<file path="src/rtl/multicycle_controller_if.sv">
// Control bundle between the multi-cycle RV32I controller and its datapath.
// The controller uses the master modport; the datapath uses the slave modport.
interface multicycle_controller_if;
   logic [6:0] op;
   logic [2:0] funct3;
   logic       funct7b5;
   logic       Zero;
   logic       PCWrite;
   logic       AdrSrc;
   logic       MemWrite;
   logic       IRWrite;
   logic [1:0] ResultSrc;
   logic [2:0] ALUControl;
   logic [1:0] ALUSrcB;
   logic [1:0] ALUSrcA;
   logic [1:0] ImmSrc;
   logic       RegWrite;
   logic       Illegal;

   modport master (
      input  op, funct3, funct7b5, Zero,
      output PCWrite, AdrSrc, MemWrite, IRWrite, ResultSrc, ALUControl,
             ALUSrcB, ALUSrcA, ImmSrc, RegWrite, Illegal
   );

   modport slave (
      output op, funct3, funct7b5, Zero,
      input  PCWrite, AdrSrc, MemWrite, IRWrite, ResultSrc, ALUControl,
             ALUSrcB, ALUSrcA, ImmSrc, RegWrite, Illegal
   );
endinterface

</file>
<file path="src/rtl/multicycle_controller.sv">
// Multi-cycle RV32I control unit: Moore main FSM, ALU decoder, immediate-type decoder.
// Define MC_ILLEGAL_TRAP_EN to trap on unknown opcodes instead of skipping them.
module multicycle_controller #(
   parameter bit LATCH_IR = 1'b1
) (
   input logic                       clk,
   input logic                       reset,
   multicycle_controller_if.master   bus
);

   localparam logic [6:0] OP_LW   = 7'b0000011;
   localparam logic [6:0] OP_SW   = 7'b0100011;
   localparam logic [6:0] OP_R    = 7'b0110011;
   localparam logic [6:0] OP_I    = 7'b0010011;
   localparam logic [6:0] OP_BEQ  = 7'b1100011;
   localparam logic [6:0] OP_JAL  = 7'b1101111;

   typedef enum logic [3:0] {
      FETCH, DECODE, MEMADR, MEMREAD, MEMWB, MEMWRITE,
      EXECR, EXECI, ALUWB, BEQ, JAL, TRAP
   } state_t;

   state_t     state, state_next;
   logic [6:0] op_q;
   logic [2:0] funct3_q;
   logic       funct7b5_q;
   logic [6:0] dec_op;
   logic [2:0] dec_funct3;
   logic       dec_funct7b5;

   logic       pc_update, branch, adr_src, mem_write, ir_write, reg_write;
   logic [1:0] alu_op, result_src, alu_src_a, alu_src_b;

   always_ff @(posedge clk or negedge reset) begin
      if (!reset) begin
         state      <= FETCH;
         op_q       <= '0;
         funct3_q   <= '0;
         funct7b5_q <= 1'b0;
      end else begin
         state <= state_next;
         if (ir_write) begin
            op_q       <= bus.op;
            funct3_q   <= bus.funct3;
            funct7b5_q <= bus.funct7b5;
         end
      end
   end

   // Decode from fields captured in FETCH so a moving PC cannot corrupt decode.
   assign dec_op       = LATCH_IR ? op_q       : bus.op;
   assign dec_funct3   = LATCH_IR ? funct3_q   : bus.funct3;
   assign dec_funct7b5 = LATCH_IR ? funct7b5_q : bus.funct7b5;

   always_comb begin
      state_next = state;
      pc_update  = 1'b0;
      branch     = 1'b0;
      adr_src    = 1'b0;
      mem_write  = 1'b0;
      ir_write   = 1'b0;
      reg_write  = 1'b0;
      alu_op     = 2'b00;
      result_src = 2'b00;
      alu_src_a  = 2'b00;
      alu_src_b  = 2'b00;
      unique case (state)
         FETCH: begin
            ir_write   = 1'b1;
            alu_src_b  = 2'b10;
            result_src = 2'b10;
            pc_update  = 1'b1;
            state_next = DECODE;
         end
         DECODE: begin
            alu_src_a = 2'b01;
            alu_src_b = 2'b01;
            case (dec_op)
               OP_LW, OP_SW: state_next = MEMADR;
               OP_R:         state_next = EXECR;
               OP_I:         state_next = EXECI;
               OP_BEQ:       state_next = BEQ;
               OP_JAL:       state_next = JAL;
`ifdef MC_ILLEGAL_TRAP_EN
               default:      state_next = TRAP;
`else
               default:      state_next = FETCH;
`endif
            endcase
         end
         MEMADR: begin
            alu_src_a = 2'b10;
            alu_src_b = 2'b01;
            if (dec_op == OP_LW)      state_next = MEMREAD;
            else if (dec_op == OP_SW) state_next = MEMWRITE;
            else                      state_next = FETCH;
         end
         MEMREAD: begin
            adr_src    = 1'b1;
            state_next = MEMWB;
         end
         MEMWB: begin
            result_src = 2'b01;
            reg_write  = 1'b1;
            state_next = FETCH;
         end
         MEMWRITE: begin
            adr_src    = 1'b1;
            mem_write  = 1'b1;
            state_next = FETCH;
         end
         EXECR: begin
            alu_src_a  = 2'b10;
            alu_op     = 2'b10;
            state_next = ALUWB;
         end
         EXECI: begin
            alu_src_a  = 2'b10;
            alu_src_b  = 2'b01;
            alu_op     = 2'b10;
            state_next = ALUWB;
         end
         ALUWB: begin
            reg_write  = 1'b1;
            state_next = FETCH;
         end
         BEQ: begin
            alu_src_a  = 2'b10;
            alu_op     = 2'b01;
            branch     = 1'b1;
            state_next = FETCH;
         end
         JAL: begin
            alu_src_a  = 2'b01;
            alu_src_b  = 2'b10;
            pc_update  = 1'b1;
            state_next = ALUWB;
         end
         TRAP: state_next = TRAP;
         default: state_next = FETCH;
      endcase
   end

   always_comb begin
      bus.ALUControl = 3'b000;
      case (alu_op)
         2'b01: bus.ALUControl = 3'b001;
         2'b10: begin
            case (dec_funct3)
               3'b000:  bus.ALUControl = (dec_op[5] & dec_funct7b5) ? 3'b001 : 3'b000;
               3'b010:  bus.ALUControl = 3'b101;
               3'b110:  bus.ALUControl = 3'b011;
               3'b111:  bus.ALUControl = 3'b010;
               default: bus.ALUControl = 3'b000;
            endcase
         end
         default: bus.ALUControl = 3'b000;
      endcase
   end

   always_comb begin
      case (dec_op)
         OP_SW:   bus.ImmSrc = 2'b01;
         OP_BEQ:  bus.ImmSrc = 2'b10;
         OP_JAL:  bus.ImmSrc = 2'b11;
         default: bus.ImmSrc = 2'b00;
      endcase
   end

   // Enables are gated by reset so an async reset kills writes within the cycle.
   assign bus.PCWrite   = reset & (pc_update | (branch & bus.Zero));
   assign bus.MemWrite  = reset & mem_write;
   assign bus.IRWrite   = reset & ir_write;
   assign bus.RegWrite  = reset & reg_write;
   assign bus.AdrSrc    = adr_src;
   assign bus.ResultSrc = result_src;
   assign bus.ALUSrcA   = alu_src_a;
   assign bus.ALUSrcB   = alu_src_b;

`ifdef MC_ILLEGAL_TRAP_EN
   assign bus.Illegal = (state == TRAP);
`else
   assign bus.Illegal = 1'b0;
`endif

endmodule
</file>
<file path="src/flat_wrapper.sv">
// flat-port wrapper written by rule: the top's interface ports become plain ports
module multicycle_controller_flat 
#(
   parameter bit LATCH_IR = 1'b1
)
  (clk, reset, bus_op, bus_funct3, bus_funct7b5, bus_Zero, bus_PCWrite, bus_AdrSrc, bus_MemWrite, bus_IRWrite, bus_ResultSrc, bus_ALUControl, bus_ALUSrcB, bus_ALUSrcA, bus_ImmSrc, bus_RegWrite, bus_Illegal);
  multicycle_controller_if bus_i ();
  input logic clk;
  input logic reset;
  input wire logic [$bits(bus_i.op)-1:0] bus_op;
  input wire logic [$bits(bus_i.funct3)-1:0] bus_funct3;
  input wire logic [$bits(bus_i.funct7b5)-1:0] bus_funct7b5;
  input wire logic [$bits(bus_i.Zero)-1:0] bus_Zero;
  output wire logic [$bits(bus_i.PCWrite)-1:0] bus_PCWrite;
  output wire logic [$bits(bus_i.AdrSrc)-1:0] bus_AdrSrc;
  output wire logic [$bits(bus_i.MemWrite)-1:0] bus_MemWrite;
  output wire logic [$bits(bus_i.IRWrite)-1:0] bus_IRWrite;
  output wire logic [$bits(bus_i.ResultSrc)-1:0] bus_ResultSrc;
  output wire logic [$bits(bus_i.ALUControl)-1:0] bus_ALUControl;
  output wire logic [$bits(bus_i.ALUSrcB)-1:0] bus_ALUSrcB;
  output wire logic [$bits(bus_i.ALUSrcA)-1:0] bus_ALUSrcA;
  output wire logic [$bits(bus_i.ImmSrc)-1:0] bus_ImmSrc;
  output wire logic [$bits(bus_i.RegWrite)-1:0] bus_RegWrite;
  output wire logic [$bits(bus_i.Illegal)-1:0] bus_Illegal;
  assign bus_i.op = bus_op;
  assign bus_i.funct3 = bus_funct3;
  assign bus_i.funct7b5 = bus_funct7b5;
  assign bus_i.Zero = bus_Zero;
  assign bus_PCWrite = bus_i.PCWrite;
  assign bus_AdrSrc = bus_i.AdrSrc;
  assign bus_MemWrite = bus_i.MemWrite;
  assign bus_IRWrite = bus_i.IRWrite;
  assign bus_ResultSrc = bus_i.ResultSrc;
  assign bus_ALUControl = bus_i.ALUControl;
  assign bus_ALUSrcB = bus_i.ALUSrcB;
  assign bus_ALUSrcA = bus_i.ALUSrcA;
  assign bus_ImmSrc = bus_i.ImmSrc;
  assign bus_RegWrite = bus_i.RegWrite;
  assign bus_Illegal = bus_i.Illegal;
  multicycle_controller #(.LATCH_IR(LATCH_IR)) u_core (.clk(clk), .reset(reset), .bus(bus_i));
endmodule
</file>
<file path="config.mk">
export PLATFORM = sky130hd
export DESIGN_NAME = multicycle_controller_flat
export DESIGN_NICKNAME = d
export VERILOG_FILES = /design/src/rtl/multicycle_controller_if.sv /design/src/rtl/multicycle_controller.sv /design/src/flat_wrapper.sv
export SDC_FILE = /design/constraint.sdc
export NUM_CORES = 1
export LEC_CHECK = 0
export ABC_AREA = 1
export ABC_CLOCK_PERIOD_IN_PS = 3000
export BUFFER_PORTS_ARGS = -buffer_cell sky130_fd_sc_hd__buf_2
export CORE_UTILIZATION = 35
export DETAILED_ROUTE_END_ITERATION = 12
export SLEW_MARGIN = 20
export SYNTH_ARGS = -nofsm -noshare
export SYNTH_HDL_FRONTEND = slang
export SYNTH_SLANG_ARGS = --single-unit
</file>
<file path="constraint.sdc">
create_clock -name clk -period 3 [get_ports clk]
set_input_delay 0.6 -clock clk [delete_from_list [all_inputs] [get_ports clk]]
set_output_delay 0.6 -clock clk [all_outputs]
set_load 0.05 [all_outputs]
</file>
==> key figures <==
Floorplanning
  • Core Box Area: 2520 um2
  • Horiz. Die Dim: 54.0 um
  • Area of the die: 2910 um2
  • Vertical die dimension: 54.0 um
  • Initial core utilization: 0.375
  • Boundary Pins: 31
  • Cell row count: 18

Global routing
  • Tot GR Track Use: 0.159
  • Antenna violations before repair: 0
  • Number of global-route vias before repair: 819
  • Remaining global-route overflow: 0
  • Largest net degree at the start of global routing: 20
  • First-pass GRT wire length: 3350 um

Route
  • Drc violations: 0
  • Final wirelength: 1980 um
  • Length of the first detailed-routing pass in iterations: 4
  • Via/cell ratio: 4.59
  • DRC marker count from the first detailed-route iteration: 12
  • Avg WL per Cell: 9.93 um
  • Number of routed nets with antenna violations: 0
  • Total number of vias: 914

Yosys
  • Gate count of the mapped netlist: 137
  • Seq/Total Area, Yosys: 0.397
  • Post-Syn Nets: 153
  • Average cell area after synthesis: 6.90 um2
  • Post-synth top area cell: dfrtp_1
  • Area fraction of the dominant cell type after synthesis: 0.397
  • Yosys reg bits: 15
  • Count of cell types in the netlist: 22
  • Leading cell types by total area after synthesis: dfrtp_1 40%, nand2_1 18%, inv_1 8.7%, nor2_1 7.5%, o21ai_2 3.7%
  • Total standard cell area after synthesis: 945 um2
  • Number of warning messages in the yosys log: 0

STA
  • Final setup violation count: 0
  • Final Slew Violations: 0
  • Hold violation total from the final report: 0
  • Aggregate negative setup slack: 0 ns
  • Final worst-path cycle share: 0.940
  • Timing-limited maximum frequency: 0.355 GHz
  • Clk_skew: 0.00247 ns
  • Min Clock Period, post-route: 2.82 ns
  • Least setup slack across all paths after layout: 0.181 ns
  • RSZ-0062 raised after global routing: false

Clocking
  • Clock Tree Root: clkbuf_4
  • Bufs on Longest Clock Path: 2
  • TritonCTS buffer count: 3
  • Register clock-pin slew on the reported worst setup and hold paths: 0.09 ns
  • Number of H-tree levels: 1
  • Number of setup buffers added after CTS: 0
  • TritonCTS clock tree: built
  • Later-pin clock latency in the skew report: 0.29 ns
  • Sinks on the clock net: 15

Layout
  • Share of final-layout standard cells stronger than drive strength 1: 0.254
  • Most frequent standard cell in the layout excluding fill and tap cells: nand2_1
  • Top library cells by usage in the layout, fill and taps aside: 45 x nand2_1, 27 x buf_2, 22 x inv_1
  • Antenna diodes: 0
  • Final Cell Area: 1140 um2
  • Final net count: 186
  • Area growth from synthesis to layout: 20.8%

Power
  • Worst VDD drop: 0.519 mV
  • PD cells: 946 nW/um2
  • Leakage: 0.659 nW

Placed design
  • Number of buffers added on ports: 29
  • Placed standard-cell area: 1110 um2
  • Last weighted congestion value of the routability-driven placer: 0.818
  • Placement Setup Slack: 0.497 ns
  • Detailed placement HPWL: 1620 um

Setup path
  • Critical Path, Cell by Cell: inv_1 > nor2_1 > inv_1 > nor2_1 > inv_1 > ha_1 > nor2_1 > nand2_1 > nor3_1 > clkbuf_4
  • Setup Crit Path Kind: flip-flop to output pin
  • Startpoint of the most critical register-to-register path: u_core.state[0]$_DFF_PN0_
  • Max stage delay on crit path: 0.36 ns
  • Sort of element at the end of the critical path: output pin
  • Nature of the critical path startpoint: flip-flop
  • Required time reported for the critical path endpoint: 2.40 ns
  • Largest fanout of any net on the critical path: 3
  • Worst setup startpoint: u_core.state[3]$_DFF_PN0_
  • Slowest stage cell, crit path: dfrtp_1
  • Buffer and inverter count on the worst path: 4
  • Arr. time, crit path: 2.22 ns
  • Family of cells with the greatest summed delay on the critical path: simple AND/OR/NAND/NOR gates

Status
  • Status: completed

Min path
  • Type of the worst min-delay path: input port to asynchronous set/reset pin

Run
  • Max-cap violations: 0
[Yosys cell counts]
cell      count
o21ai_0       3
dfrtp_1      15
a21oi_1       4
inv_1        22
nand2_2       2
a31oi_1       1
buf_6         1
ha_1          2
nor2_1       19
nor3_1        1
buf_8         1
inv_2         1
nand3_1       6
buf_4         1
a211oi_1      1
nand4_1       3
o21ai_2       4
o221ai_1      1
nor2_2        1
nand2_1      45
conb_1        1
o211ai_1      2
[timing repair]
item / CTS / global route
endpoints found under the setup margin: 0 / 2
resized for setup: 0 / 3
hold buffers: 0 / 0
[final timing paths]
check | end | slack [ns] | cells after the start
max in group asynchronous | u_core.state[0]$_DFF_PN0_ | 2.55 | 2
min | u_core.dec_funct7b5$_DFFE_PN0P_ | 0.28 | 2
min in group clk | u_core.dec_op[1]$_DFFE_PN0P_ | 0.48 | 2
min reg2reg | u_core.dec_op[1]$_DFFE_PN0P_ | 0.48 | 2
max | bus_ALUControl[2] | 0.18 | 10
max reg2reg | u_core.dec_op[3]$_DFFE_PN0P_ | 1.79 | 6
[stage by stage]
| stage | hold slack [ns] | cells | utilization | power, mW |
|---|---|---|---|---|
| final | 0.277 | 199 | 0.452 | 1.08 |
| after global routing | 0.285 | 199 | 0.452 | 1.18 |
| after CTS | 0.270 | 199 | 0.450 | 1.10 |
| after detailed placement | 0.459 | 195 | 0.439 | 0.973 |
| after global placement | 0.455 | 195 | 0.439 | 0.962 |
| after floorplan | 0.304 | 137 | - | 0.869 |
[layout make-up]
| type | count | area, um2 |
|---|---|---|
| Clock buffer | 3 | 22.5 |
| Clock inverter | 1 | 5.00 |
| Fill cell | 284 | 1380 |
| Inverter | 23 | 86.3 |
| Multi-Input combinational cell | 96 | 449 |
| Sequential cell | 15 | 375 |
| Tap cell | 30 | 37.5 |
| Timing Repair Buffer | 31 | 165 |
[where the power goes]
group / switching, mW / internal [mW] / leakage [nW]
sequential: 0.0708 / 0.288 / 0.187
combinational: 0.445 / 0.157 / 0.454
clock: 0.0684 / 0.0496 / 0.0177
[layer usage]
metal  GRT usage  wire [um]  vias up
li1            -          -      488
met1       0.202        933      401
met2       0.265        947       23
met3      0.0424         87        2
met4      0.0395          8        0
met5           0          0        -
[cell families after synthesis]
group / after synthesis / synth area share
adder cells (fa/ha/maj): 2 / 0.0265
flip-flops: 15 / 0.397
AND/OR/NAND/NOR: 77 / 0.331
buffers and inverters: 26 / 0.127
other: 1 / 0.00397
AO/OA/AOI/OAI: 16 / 0.114
[registers in the layout, summed over array words and instances, names as in the netlist]
name and flops:
u_core.dec_funct3 3, u_core.dec_funct7b5 1, u_core.dec_op 7, u_core.state 4
Power figures use the tool's default switching activity.
